### config.mk
export PLATFORM = sky130hd
export DESIGN_NAME = dmem_arbiter
export DESIGN_NICKNAME = d
export VERILOG_FILES = /design/src/rtl/dmem_arbiter.sv
export SDC_FILE = /design/constraint.sdc
export NUM_CORES = 1
export LEC_CHECK = 0
export ABC_AREA = 1
export CAP_MARGIN = 15
export CORE_AREA = 2 2 121 123
export DETAILED_ROUTE_END_ITERATION = 10
export DIE_AREA = 0 0 123 125
export GPL_TIMING_DRIVEN = 0
export PLACE_DENSITY = 0.73
export SYNTH_ARGS = -nofsm -noshare
export SYNTH_HDL_FRONTEND = slang
export SYNTH_SLANG_ARGS = --single-unit
### constraint.sdc
create_clock -name clk -period 1.3 [get_ports clk]
set_input_delay 0.26 -clock clk [delete_from_list [all_inputs] [get_ports clk]]
set_output_delay 0.26 -clock clk [all_outputs]
set_load 0.1 [all_outputs]
### src/rtl/dmem_arbiter.sv
// dmem_arbiter: two-port arbiter sequencing one registered DMEM access per granted request
// IDLE grants, ACCESS drives DMEM, RESP returns data to the granted port.
module dmem_arbiter #(
    parameter bit FIXED_PRIO = 1'b0
) (
    input  logic        clk,
    input  logic        rst,
    input  logic        req0_valid,
    output logic        req0_ready,
    input  logic        req0_we,
    input  logic [1:0]  req0_size,
    input  logic        req0_sext,
    input  logic [31:0] req0_addr,
    input  logic [31:0] req0_wdata,
    output logic        rsp0_valid,
    output logic [31:0] rsp0_rdata,
    output logic        rsp0_err,
    input  logic        req1_valid,
    output logic        req1_ready,
    input  logic        req1_we,
    input  logic [1:0]  req1_size,
    input  logic        req1_sext,
    input  logic [31:0] req1_addr,
    input  logic [31:0] req1_wdata,
    output logic        rsp1_valid,
    output logic [31:0] rsp1_rdata,
    output logic        rsp1_err,
    output logic        dmem_read,
    output logic        dmem_write,
    output logic        dmem_sign_extend,
    output logic [1:0]  dmem_size,
    output logic [31:0] dmem_addr,
    output logic [31:0] dmem_wdata,
    input  logic [31:0] dmem_rdata
);
    typedef enum logic [1:0] {IDLE, ACCESS, RESP} state_t;
    state_t      state_q, state_d;
    logic        last_q, last_d, gnt_q, gnt_d, err_q, err_d;
    logic        rd_q, rd_d, wr_q, wr_d, sext_q, sext_d;
    logic [1:0]  size_q, size_d, rsp_v_q, rsp_v_d;
    logic [31:0] addr_q, addr_d, wdata_q, wdata_d, rsp_rdata_q, rsp_rdata_d;
    logic        rsp_err_q, rsp_err_d;
    logic        pick1, take, sel_we, sel_sext, sel_err;
    logic [1:0]  sel_size;
    logic [31:0] sel_addr, sel_wdata;
    // last_q=0 means port 0 won last, so port 1 takes the next conflict
    assign pick1 = req1_valid & (~req0_valid | (FIXED_PRIO == 1'b0 && !last_q));
    assign take = (state_q == IDLE) & ~rst & (req0_valid | req1_valid);
    assign req0_ready = take & ~pick1;
    assign req1_ready = take & pick1;
    assign sel_we = pick1 ? req1_we : req0_we;
    assign sel_sext = pick1 ? req1_sext : req0_sext;
    assign sel_size = pick1 ? req1_size : req0_size;
    assign sel_addr = pick1 ? req1_addr : req0_addr;
    assign sel_wdata = pick1 ? req1_wdata : req0_wdata;
    assign sel_err = (sel_size == 2'b11) | (sel_size == 2'b01 & sel_addr[0]) |
                     (sel_size == 2'b10 & |sel_addr[1:0]);
    always_comb begin
        state_d = state_q;
        last_d = last_q;
        gnt_d = gnt_q;
        err_d = err_q;
        rd_d = 1'b0;
        wr_d = 1'b0;
        sext_d = 1'b0;
        size_d = 2'b00;
        addr_d = '0;
        wdata_d = '0;
        rsp_v_d = 2'b00;
        rsp_rdata_d = '0;
        rsp_err_d = 1'b0;
        case (state_q)
            IDLE: if (take) begin
                state_d = ACCESS;
                last_d = pick1;
                gnt_d = pick1;
                err_d = sel_err;
                rd_d = ~sel_err & ~sel_we;
                wr_d = ~sel_err & sel_we;
                sext_d = sel_sext;
                size_d = sel_size;
                addr_d = sel_addr;
                wdata_d = sel_wdata;
            end
            ACCESS: begin
                state_d = RESP;
                rsp_v_d = gnt_q ? 2'b10 : 2'b01;
                rsp_rdata_d = rd_q ? dmem_rdata : '0;
                rsp_err_d = err_q;
            end
            RESP: state_d = IDLE;
            default: state_d = IDLE;
        endcase
    end
    always_ff @(posedge clk) begin
        if (rst) begin
            state_q <= IDLE;
            last_q <= 1'b1;
            gnt_q <= 1'b0;
            err_q <= 1'b0;
            rd_q <= 1'b0;
            wr_q <= 1'b0;
            sext_q <= 1'b0;
            size_q <= 2'b00;
            addr_q <= '0;
            wdata_q <= '0;
            rsp_v_q <= 2'b00;
            rsp_rdata_q <= '0;
            rsp_err_q <= 1'b0;
        end else begin
            state_q <= state_d;
            last_q <= last_d;
            gnt_q <= gnt_d;
            err_q <= err_d;
            rd_q <= rd_d;
            wr_q <= wr_d;
            sext_q <= sext_d;
            size_q <= size_d;
            addr_q <= addr_d;
            wdata_q <= wdata_d;
            rsp_v_q <= rsp_v_d;
            rsp_rdata_q <= rsp_rdata_d;
            rsp_err_q <= rsp_err_d;
        end
    end
    assign dmem_read = rd_q;
    assign dmem_write = wr_q;
    assign dmem_sign_extend = sext_q;
    assign dmem_size = size_q;
    assign dmem_addr = addr_q;
    assign dmem_wdata = wdata_q;
    assign rsp0_valid = rsp_v_q[0];
    assign rsp1_valid = rsp_v_q[1];
    assign rsp0_rdata = rsp_v_q[0] ? rsp_rdata_q : '0;
    assign rsp1_rdata = rsp_v_q[1] ? rsp_rdata_q : '0;
    assign rsp0_err = rsp_v_q[0] & rsp_err_q;
    assign rsp1_err = rsp_v_q[1] & rsp_err_q;
endmodule
# After elaboration in Yosys (flattened, before gate mapping)
# Cells that the tools add are included.
# Widths: inputs -> output; s select.
[totals]
output_inout_bits = 139
ff_bits = 109
word_cells = 59
inputBits = 172
[op_classes]
n_mux = 10
reduce_logical = 7
n_eq_ne = 5
bitwise_logic = 24
[ops]
columns = ["op", "n"]
rows = [
  ["$mux 32", 4],
  ["$and 1x1->1", 11],
  ["$not 1->1", 9],
  ["$mux 2", 3],
  ["$reduce_or 3->1", 2],
  ["$eq 2x1->1 const B", 2],
  ["$eq 2x2->1 const B", 2],
  ["$or 1x1->1", 4],
  ["$pmux 2 s2", 1],
  ["$reduce_or 2->1", 2],
  ["$logic_not 2->1", 1],
  ["$mux 1", 2],
  ["$ne 2x2->1 const B", 1],
  ["$reduce_and 2->1", 1],
  ["$logic_not 1->1", 1],
]

# Longest topological paths before layout
# Gate-level depths: netlist of the first run.
[depth]
depth_word = 10
mapped_depth = 9
mapped_depth_nobuf = 9

# Least setup slack after synthesis of the first run
# OpenSTA, ideal clock, no wires.
[synth_path]
path_type = "reg-to-output"
startpoint = "reg rsp_v_q[0]"
endpoint = "out rsp0_rdata[10]"
path_stages_with_launch = 5
arrival_ns = 2.134
setup_slack_ns = -1.094
path_cell_list = "dfxtp_1 clkbuf_1 clkbuf_1 nand2_1 inv_1"
[synth_between]
elab_chain_len = 1
[synth_rtl]
columns = ["item", "line_no", "source"]
rows = [
  ["start: declaration", "40", "logic [1:0] size_q, size_d, rsp_v_q, rsp_v_d;"],
  ["start signal: assignment", "121", "rsp_v_q <= rsp_v_d;"],
  ["$mux 32", "134", "assign rsp0_rdata = rsp_v_q[0] ? rsp_rdata_q : '0;"],
  ["end: declaration", "16", "output logic [31:0] rsp0_rdata,"],
]
# Every way passes these cells.

# Worst setup path after layout of the first run
[layout_path]
startpoint = "reg rsp_v_q[0]"
endpoint = "out rsp0_rdata[23]"
# Same word-level chain as after synthesis.

==> summary.txt, run 1 <==
Worst setup path
  • R2R depth: 11
  • CP endpoint kind: primary output
  • Worst EP arrival: 1.45 ns
  • Setup Crit Path Kind: flip-flop to primary output
  • Crit start category: flip-flop
  • Critical Path RT: 1.04 ns
  • Critical Path Fanout Max: 5

STA
  • Rel. slew slack: 71.1%
  • TNS Setup: -29.16 ns
  • Finish-stage setup viols: 123
  • Hold slack: 0.304 ns
  • Tmin final: 1.71 ns
  • RSZ-0062 raised after global routing: true
  • Final Max Tran Viols: 0
  • Worst slew pin tran: 0.433 ns
  • Max Fclk: roughly 600 MHz
  • Final Cycle Share: 132%
  • Final hold violations: 0
  • Skew final: approximately 0.012 ns
  • Worst setup margin: -0.411 ns

Synth
  • Ys async rst share: 0%
  • Predominant post-synthesis flop cell: dfxtp_1
  • Yosys cell types: 21
  • Top post-synthesis cells by count: 244 x nand2_1, 110 x inv_1, 109 x dfxtp_1, 41 x nor2_1, 33 x nand2_2
  • Cell taking the most area after synthesis: dfxtp_1
  • EDFF count, synth: 0
  • Synth top area share: between 50% and 60%
  • Synthesized area: 0.00420 sq mm
  • Avg Cell Area, Syn: 7.22 sq um
  • Syn_nets: 754
  • Register area share after synthesis: about half
  • Yosys warnings: 0
  • Leading post-synthesis cells by cell area: dfxtp_1 52%, nand2_1 22%, inv_1 9.8%
  • Cells after synthesis: 582
  • Most frequent cell after synthesis: nand2_1
  • Number of synthesized register bits: ~110

Routing
  • Routed metal-1 wire length: 6580 microns
  • DRC viols: 0
  • Met2 Routed Length: 10100 microns
  • Wire length on met3: 1720 microns
  • Final WL: 19000 microns
  • Drt initial violations: around 150
  • Max layer used: met4
  • Post-DRT Antenna Nets: 0
  • Vias/cell: 4.28
  • DR vias: 4794
  • DRT Pass-1 Iters: 4
  • Routed WL per cell: 16.9 microns

Floorplanning
  • Row count: 44
  • CORE AREA: 0.0142 sq mm
  • Die X: approximately 120 microns
  • Chip height: 125 microns
  • Initial Utilization: 29.6%
  • # IOs: between 300 and 400
  • Total Die Area: about 0.015 sq mm

Global routing
  • Vias in the first global route: 4772
  • Largest net degree at the start of global routing: 18
  • First-pass GRT wire length: 25800 microns
  • Initial antenna violation count: 0
  • Gr ovfl total: 0
  • Gr usage total: a little under a quarter

Clock tree
  • Clock Latency Late Sink: 0.35 ns
  • Worst-case clock buffer depth: 2
  • TritonCTS Sinks: 109
  • Total CTS buffers: 9
  • CTS root buf: clkbuf_16
  • CTS tree: built
  • CTS Hold Buffers Added: 0
  • H-tree levels: 3
  • Reg clk slew, reported paths: about 0.080 ns

Cells and area
  • Nets: 1105
  • Non-Filler Instances: 1121
  • Diode count: 0
  • Fillers: 1030
  • Fraction of layout cells with a size suffix above 1: 41.7%
  • Multi-input gate area: between 0.0015 and 0.002 sq mm
  • Final Util: a little over two thirds
  • FF+latch area: between 0.002 and 0.0025 sq mm
  • Area grow syn2layout: 135%
  • Finished Cell Area: between 0.009 and 0.01 sq mm

Place
  • Detail Placement HPWL: between 10000 and 15000 microns
  • IO Port Bufs: 309
  • Final estimated routing congestion in global placement: 0.798
  • Pre-CTS WS: -1.67 ns
  • Area after DPL: 0.00789 sq mm
  • Placed instance count: 1075

Hold path
  • Hold Crit Depth: 2
  • Hold Path Class: input port to flip-flop

Pwr
  • Leakage dissipation: 5.03 nW
  • Peak supply drop: 0.570 mV
  • PD cells: 915 mW/mm^2
  • Pwr Total: around 9 mW

Run status
  • Status: complete, but fails checks
  • Failing checks: setup timing

Job
  • Max-Cap Viols: 0
[routing by layer]
layer | vias to the layer above | global-route usage [%]
met5 | - | 0
met1 | 2174 | 22.2
met4 | 0 | 9.56
li1 | 2346 | -
met3 | 39 | 8.49
met2 | 235 | 41.7
[area by class of cell]
cell class / count / area share (%)
repair buffers: 340 / 41.2
flip-flops and latches: 109 / 22.2
multi-input cells: 335 / 20.1
inverters: 113 / 6.90
plain buffers: 25 / 4.35
clock buffers: 10 / 2.53
well taps: 184 / 2.33
clock inverters: 5 / 0.354
[path summary, 6_finish.rpt]
kind,start,end,slack [ns]
max,rsp_v_q[0],rsp0_rdata[23],-0.41
min,rst,gnt_q,0.30
max reg2reg,state_q[1],dmem_wdata[31],-0.16
min reg2reg,gnt_q,rsp_v_q[0],0.42
[kinds of logic after synthesis]
logic type,synth area share [%]
and+or+nand+nor,32.9
buffers and inverters,14.6
DFF,51.9
AOI/OAI and AO/OA,0.655
[worst max-delay path, stage by stage (launching register included)]
cell and delay, ns:
dfxtp_4 0.37, clkbuf_16 0.17, clkbuf_16 0.17, nand2_4 0.08
clkinvlp_4 0.11, buf_12 0.18
[registers in the layout (all words and copies together), names as in the netlist]
| register | flops |
|---|---|
| dmem_addr | 32 |
| dmem_read | 1 |
| dmem_sign_extend | 1 |
| dmem_size | 2 |
| dmem_wdata | 32 |
| dmem_write | 1 |
| err_q | 1 |
| gnt_q | 1 |
| last_q | 1 |
| rsp_err_q | 1 |
| rsp_rdata_q | 32 |
| rsp_v_q | 2 |
| state_q | 2 |
[cell usage in the layout (no fill, tap or decap)]
| master | count |
|---|---|
| nor2_2 | 1 |
| clkinvlp_4 | 67 |
| dlygate4sd2_1 | 2 |
| buf_16 | 2 |
| nand2_2 | 32 |
| buf_6 | 17 |
| inv_6 | 1 |
| inv_2 | 2 |
| buf_4 | 81 |
| dfxtp_4 | 2 |
| dfxtp_1 | 105 |
| dfxtp_2 | 2 |
| nor2_4 | 3 |
| a211oi_1 | 1 |
| clkinv_2 | 2 |
| nand3_1 | 5 |
| nand2_8 | 7 |
| clkinv_4 | 3 |
| buf_8 | 5 |
| a21oi_1 | 1 |
| nand2_4 | 63 |
| buf_12 | 75 |
| nand3b_1 | 2 |
| nor2_8 | 1 |
| inv_1 | 43 |
| nor2_1 | 40 |
| o21ai_0 | 2 |
| o21ai_1 | 1 |
| nand2_1 | 176 |
| clkbuf_16 | 25 |
| clkdlybuf4s50_1 | 168 |
[power breakdown]
| part | switching (mW) | total [mW] | leakage (nW) | internal (mW) |
|---|---|---|---|---|
| sequential | 0.0674 | 3.58 | 0.892 | 3.51 |
| combinational | 1.75 | 2.77 | 4.00 | 1.02 |
| clock | 1.29 | 2.69 | 0.139 | 1.41 |
| total | 3.10 | 9.04 | 5.03 | 5.94 |
[repair_timing]
item | CTS | global route
setup endpoints to repair | 233 | 155
buffers inserted | 10 | 9
pin swaps | 15 | 10
gates cloned | 8 | 4
gates resized for setup | 1169 | 70
Power figures use the tool's default switching activity.
==> run 2, diff against run 1 <==
==> constraint.sdc (replaced) <==
create_clock -name clk -period 1.3 [get_ports clk]
set_input_delay 0.195 -clock clk [delete_from_list [all_inputs] [get_ports clk]]
set_output_delay 0.195 -clock clk [all_outputs]
set_load 0.1 [all_outputs]
==> summary.txt, run 2 (synthesis results as in run 1) <==
Worst setup path
  • Setup Crit Path Kind: flip-flop to primary output
  • Critical Path Fanout Max: 5 (unchanged)
  • Worst EP arrival: 1.43 ns (-0.02 ns)
  • Critical Path RT: 1.11 ns (+0.07 ns)
  • Crit start category: flip-flop
  • R2r setup slk: -0.17 ns (about the same)
  • CP endpoint kind: primary output
  • R2R depth: 11 (unchanged)

Pwr
  • Peak supply drop: 0.735 mV (+29%)
  • Comb power frac: 30.3% (-0.3 points)
  • PD cells: 929 mW/mm^2 (+1.6%)
  • Clock power frac: 30.9% (+1.1 points)
  • P_sw: 3.05 mW (-1.6%)
  • Seq pwr share: 38.8% (-0.8 points)
  • Sw Share: 33.1% (-1.2 points)
  • Internal: 6.16 mW (+3.7%)
  • Leakage dissipation: 5.11 nW (+1.7%)

Routing
  • Routed WL per cell: 16.7 microns (-1.1%)
  • Vias/cell: 4.28 (about the same)
  • Met2 Routed Length: 9760 microns (-3.3%)
  • DRT Pass-1 Iters: 4 (unchanged)
  • Post-DRT Antenna Nets: 0 (unchanged)
  • Routed metal-1 wire length: 6610 microns (+0.41%)
  • DR vias: 4831 (+0.77%)
  • DRC viols: 0 (unchanged)
  • Final WL: 18900 microns (-0.44%)
  • Max layer used: met4
  • Drt initial violations: 138 (-8.6%)
  • Wire length on met3: 1900 microns (+11%)

Floorplanning
  • CORE AREA: 0.0142 sq mm (unchanged)
  • Die X: 123 microns (unchanged)
  • Initial Utilization: 29.6% (unchanged)
  • Chip height: 125 microns (unchanged)
  • Row count: 44 (unchanged)
  • Total Die Area: 0.0154 sq mm (unchanged)
  • # IOs: 311 (unchanged)

STA
  • Worst setup margin: -0.323 ns (+0.0884 ns)
  • TNS Setup: -24.53 ns (+4.63 ns)
  • Final hold violations: 0 (unchanged)
  • Max Fclk: 616 MHz (+5.5%)
  • Rel. slew slack: 66.7% (-4.4 points)
  • Finish-stage setup viols: 123 (unchanged)
  • RSZ-0062 raised after global routing: true
  • Final Cycle Share: 125% (-6.8 points)
  • Skew final: 0.00705 ns (-0.00536 ns)
  • Tmin final: 1.62 ns (-0.0884 ns)
  • Worst slew pin tran: 0.503 ns (+0.0699 ns)
  • Final Max Tran Viols: 0 (unchanged)

Place
  • Detail Placement HPWL: 11200 microns (-1.2%)
  • IO Port Bufs: 309 (unchanged)
  • Pre-CTS WS: -1.49 ns (+0.175 ns)
  • Final estimated routing congestion in global placement: 0.782 (-2.0%)
  • Placed instance count: 1075 (unchanged)

Cells and area
  • Multi-input gate area: 0.00197 sq mm (-1.1%)
  • Area grow syn2layout: 136%
  • FF+latch area: 0.00219 sq mm (unchanged)
  • Commonest non-fill, non-tap cell in the layout: nand2_1
  • Fillers: 1027 (-0.29%)
  • Nets: 1111 (+0.54%)
  • Most frequent cells in the layout: 176 x nand2_1, 168 x clkdlybuf4s50_1, 105 x dfxtp_1, 74 x buf_12
  • Fraction of layout cells with a size suffix above 1: 41.9% (+0.22 points)
  • Non-Filler Instances: 1129 (+0.71%)

Global routing
  • Vias in the first global route: 4993 (+4.6%)
  • Largest net degree at the start of global routing: 17 (-1)
  • Initial antenna violation count: 1 (+1)
  • First-pass GRT wire length: 26400 microns (+2.4%)
  • Gr usage total: 22.5% (-0.13 points)
  • Gr ovfl total: 0 (unchanged)

Clock tree
  • Total CTS buffers: 9 (unchanged)
  • Worst-case clock buffer depth: 2 (unchanged)
  • CTS tree: built
  • H-tree levels: 3 (unchanged)
  • Reg clk slew, reported paths: 0.07 ns (about the same)
  • Clock Latency Late Sink: 0.35 ns (about the same)
  • CTS root buf: clkbuf_16
  • TritonCTS Sinks: 109 (unchanged)
  • CTS Hold Buffers Added: 0 (unchanged)

Job
  • Max-Cap Viols: 0 (unchanged)

Hold path
  • Hold Crit Depth: 4 (+2)
  • Hold Path Class: input port to flip-flop

Run status
  • Status: complete, but fails checks
  • Failing checks: setup timing
==> run 2: changes by cell type in the layout (fill, tap and decap cells not counted), sizes merged <==
cell,before,now
diode,0,1
inv,46,47
clkinvlp,67,66
bufinv,0,1
clkbuf,25,62
bufbuf,0,1
clkinv,5,2
buf,180,151
==> run 2: through the flow <==
step / power, mW / util [%] / hold WS (ns) / instance area [sq um]
2_1_floorplan: 5.18 / - / 0.273 / 4510
3_3_place_gp: 6.12 / 55.2 / 0.411 / 7840
3_5_place_dp: 6.13 / 55.2 / 0.415 / 7840
4_1_cts: 9.18 / 66.7 / 0.222 / 9480
5_1_grt: 9.53 / 69.8 / 0.246 / 9910
6_report: 9.21 / 69.8 / 0.238 / 9910
==> run 2: repair_timing <==
item | in CTS | in global routing
pin swaps | 25 | 4
gates cloned | 13 | 1
buffers inserted | 13 | 11
endpoints found under the hold margin | 0 | 0
gates resized for setup | 1128 | 100
setup endpoints to repair | 192 | 176
==> run 2: power groups by stage <==
stage / clock [mW] / combinational [mW] / sequential (mW)
after floorplan: 0 / 0.416 / 4.77
after global placement: 0 / 2.48 / 3.63
after detailed placement: 0 / 2.49 / 3.64
after CTS: 2.92 / 2.70 / 3.56
after global routing: 3.04 / 2.91 / 3.59
final: 2.85 / 2.79 / 3.57
==> run 2: final cells by class <==
type,instances,share of cell area [%]
clock inverter,3,0.417
inverter,113,6.88
clock buffer,13,2.64
buffer,25,4.13
antenna,1,0.0253
timing repair buffer,346,41.6
sequential,109,22.1
multi-input combinational,335,19.8
tap,184,2.32
==> run 2: path summary, 6_finish.rpt <==
kind                                  from        endpoint
worst max-delay path            rsp_v_q[0]  rsp0_rdata[13]
worst min-delay path            req1_valid    dmem_size[0]
worst max register to register  state_q[1]    dmem_addr[6]
worst min register to register       gnt_q      rsp_v_q[0]
==> run 2: routing by layer <==
| metal | vias to the layer above | GRT usage [%] |
|---|---|---|
| li1 | 2353 | - |
| met1 | 2199 | 22.5 |
| met2 | 239 | 41.8 |
| met3 | 40 | 7.76 |
| met4 | 0 | 9.02 |
| met5 | - | 0 |
==> run 2: worst max-delay path: stages (launching register included) <==
cell and delay (ns):
dfxtp_4 0.37, clkbuf_16 0.17, clkbuf_16 0.18, nand2_4 0.08, clkinvlp_4 0.11, buf_12 0.18
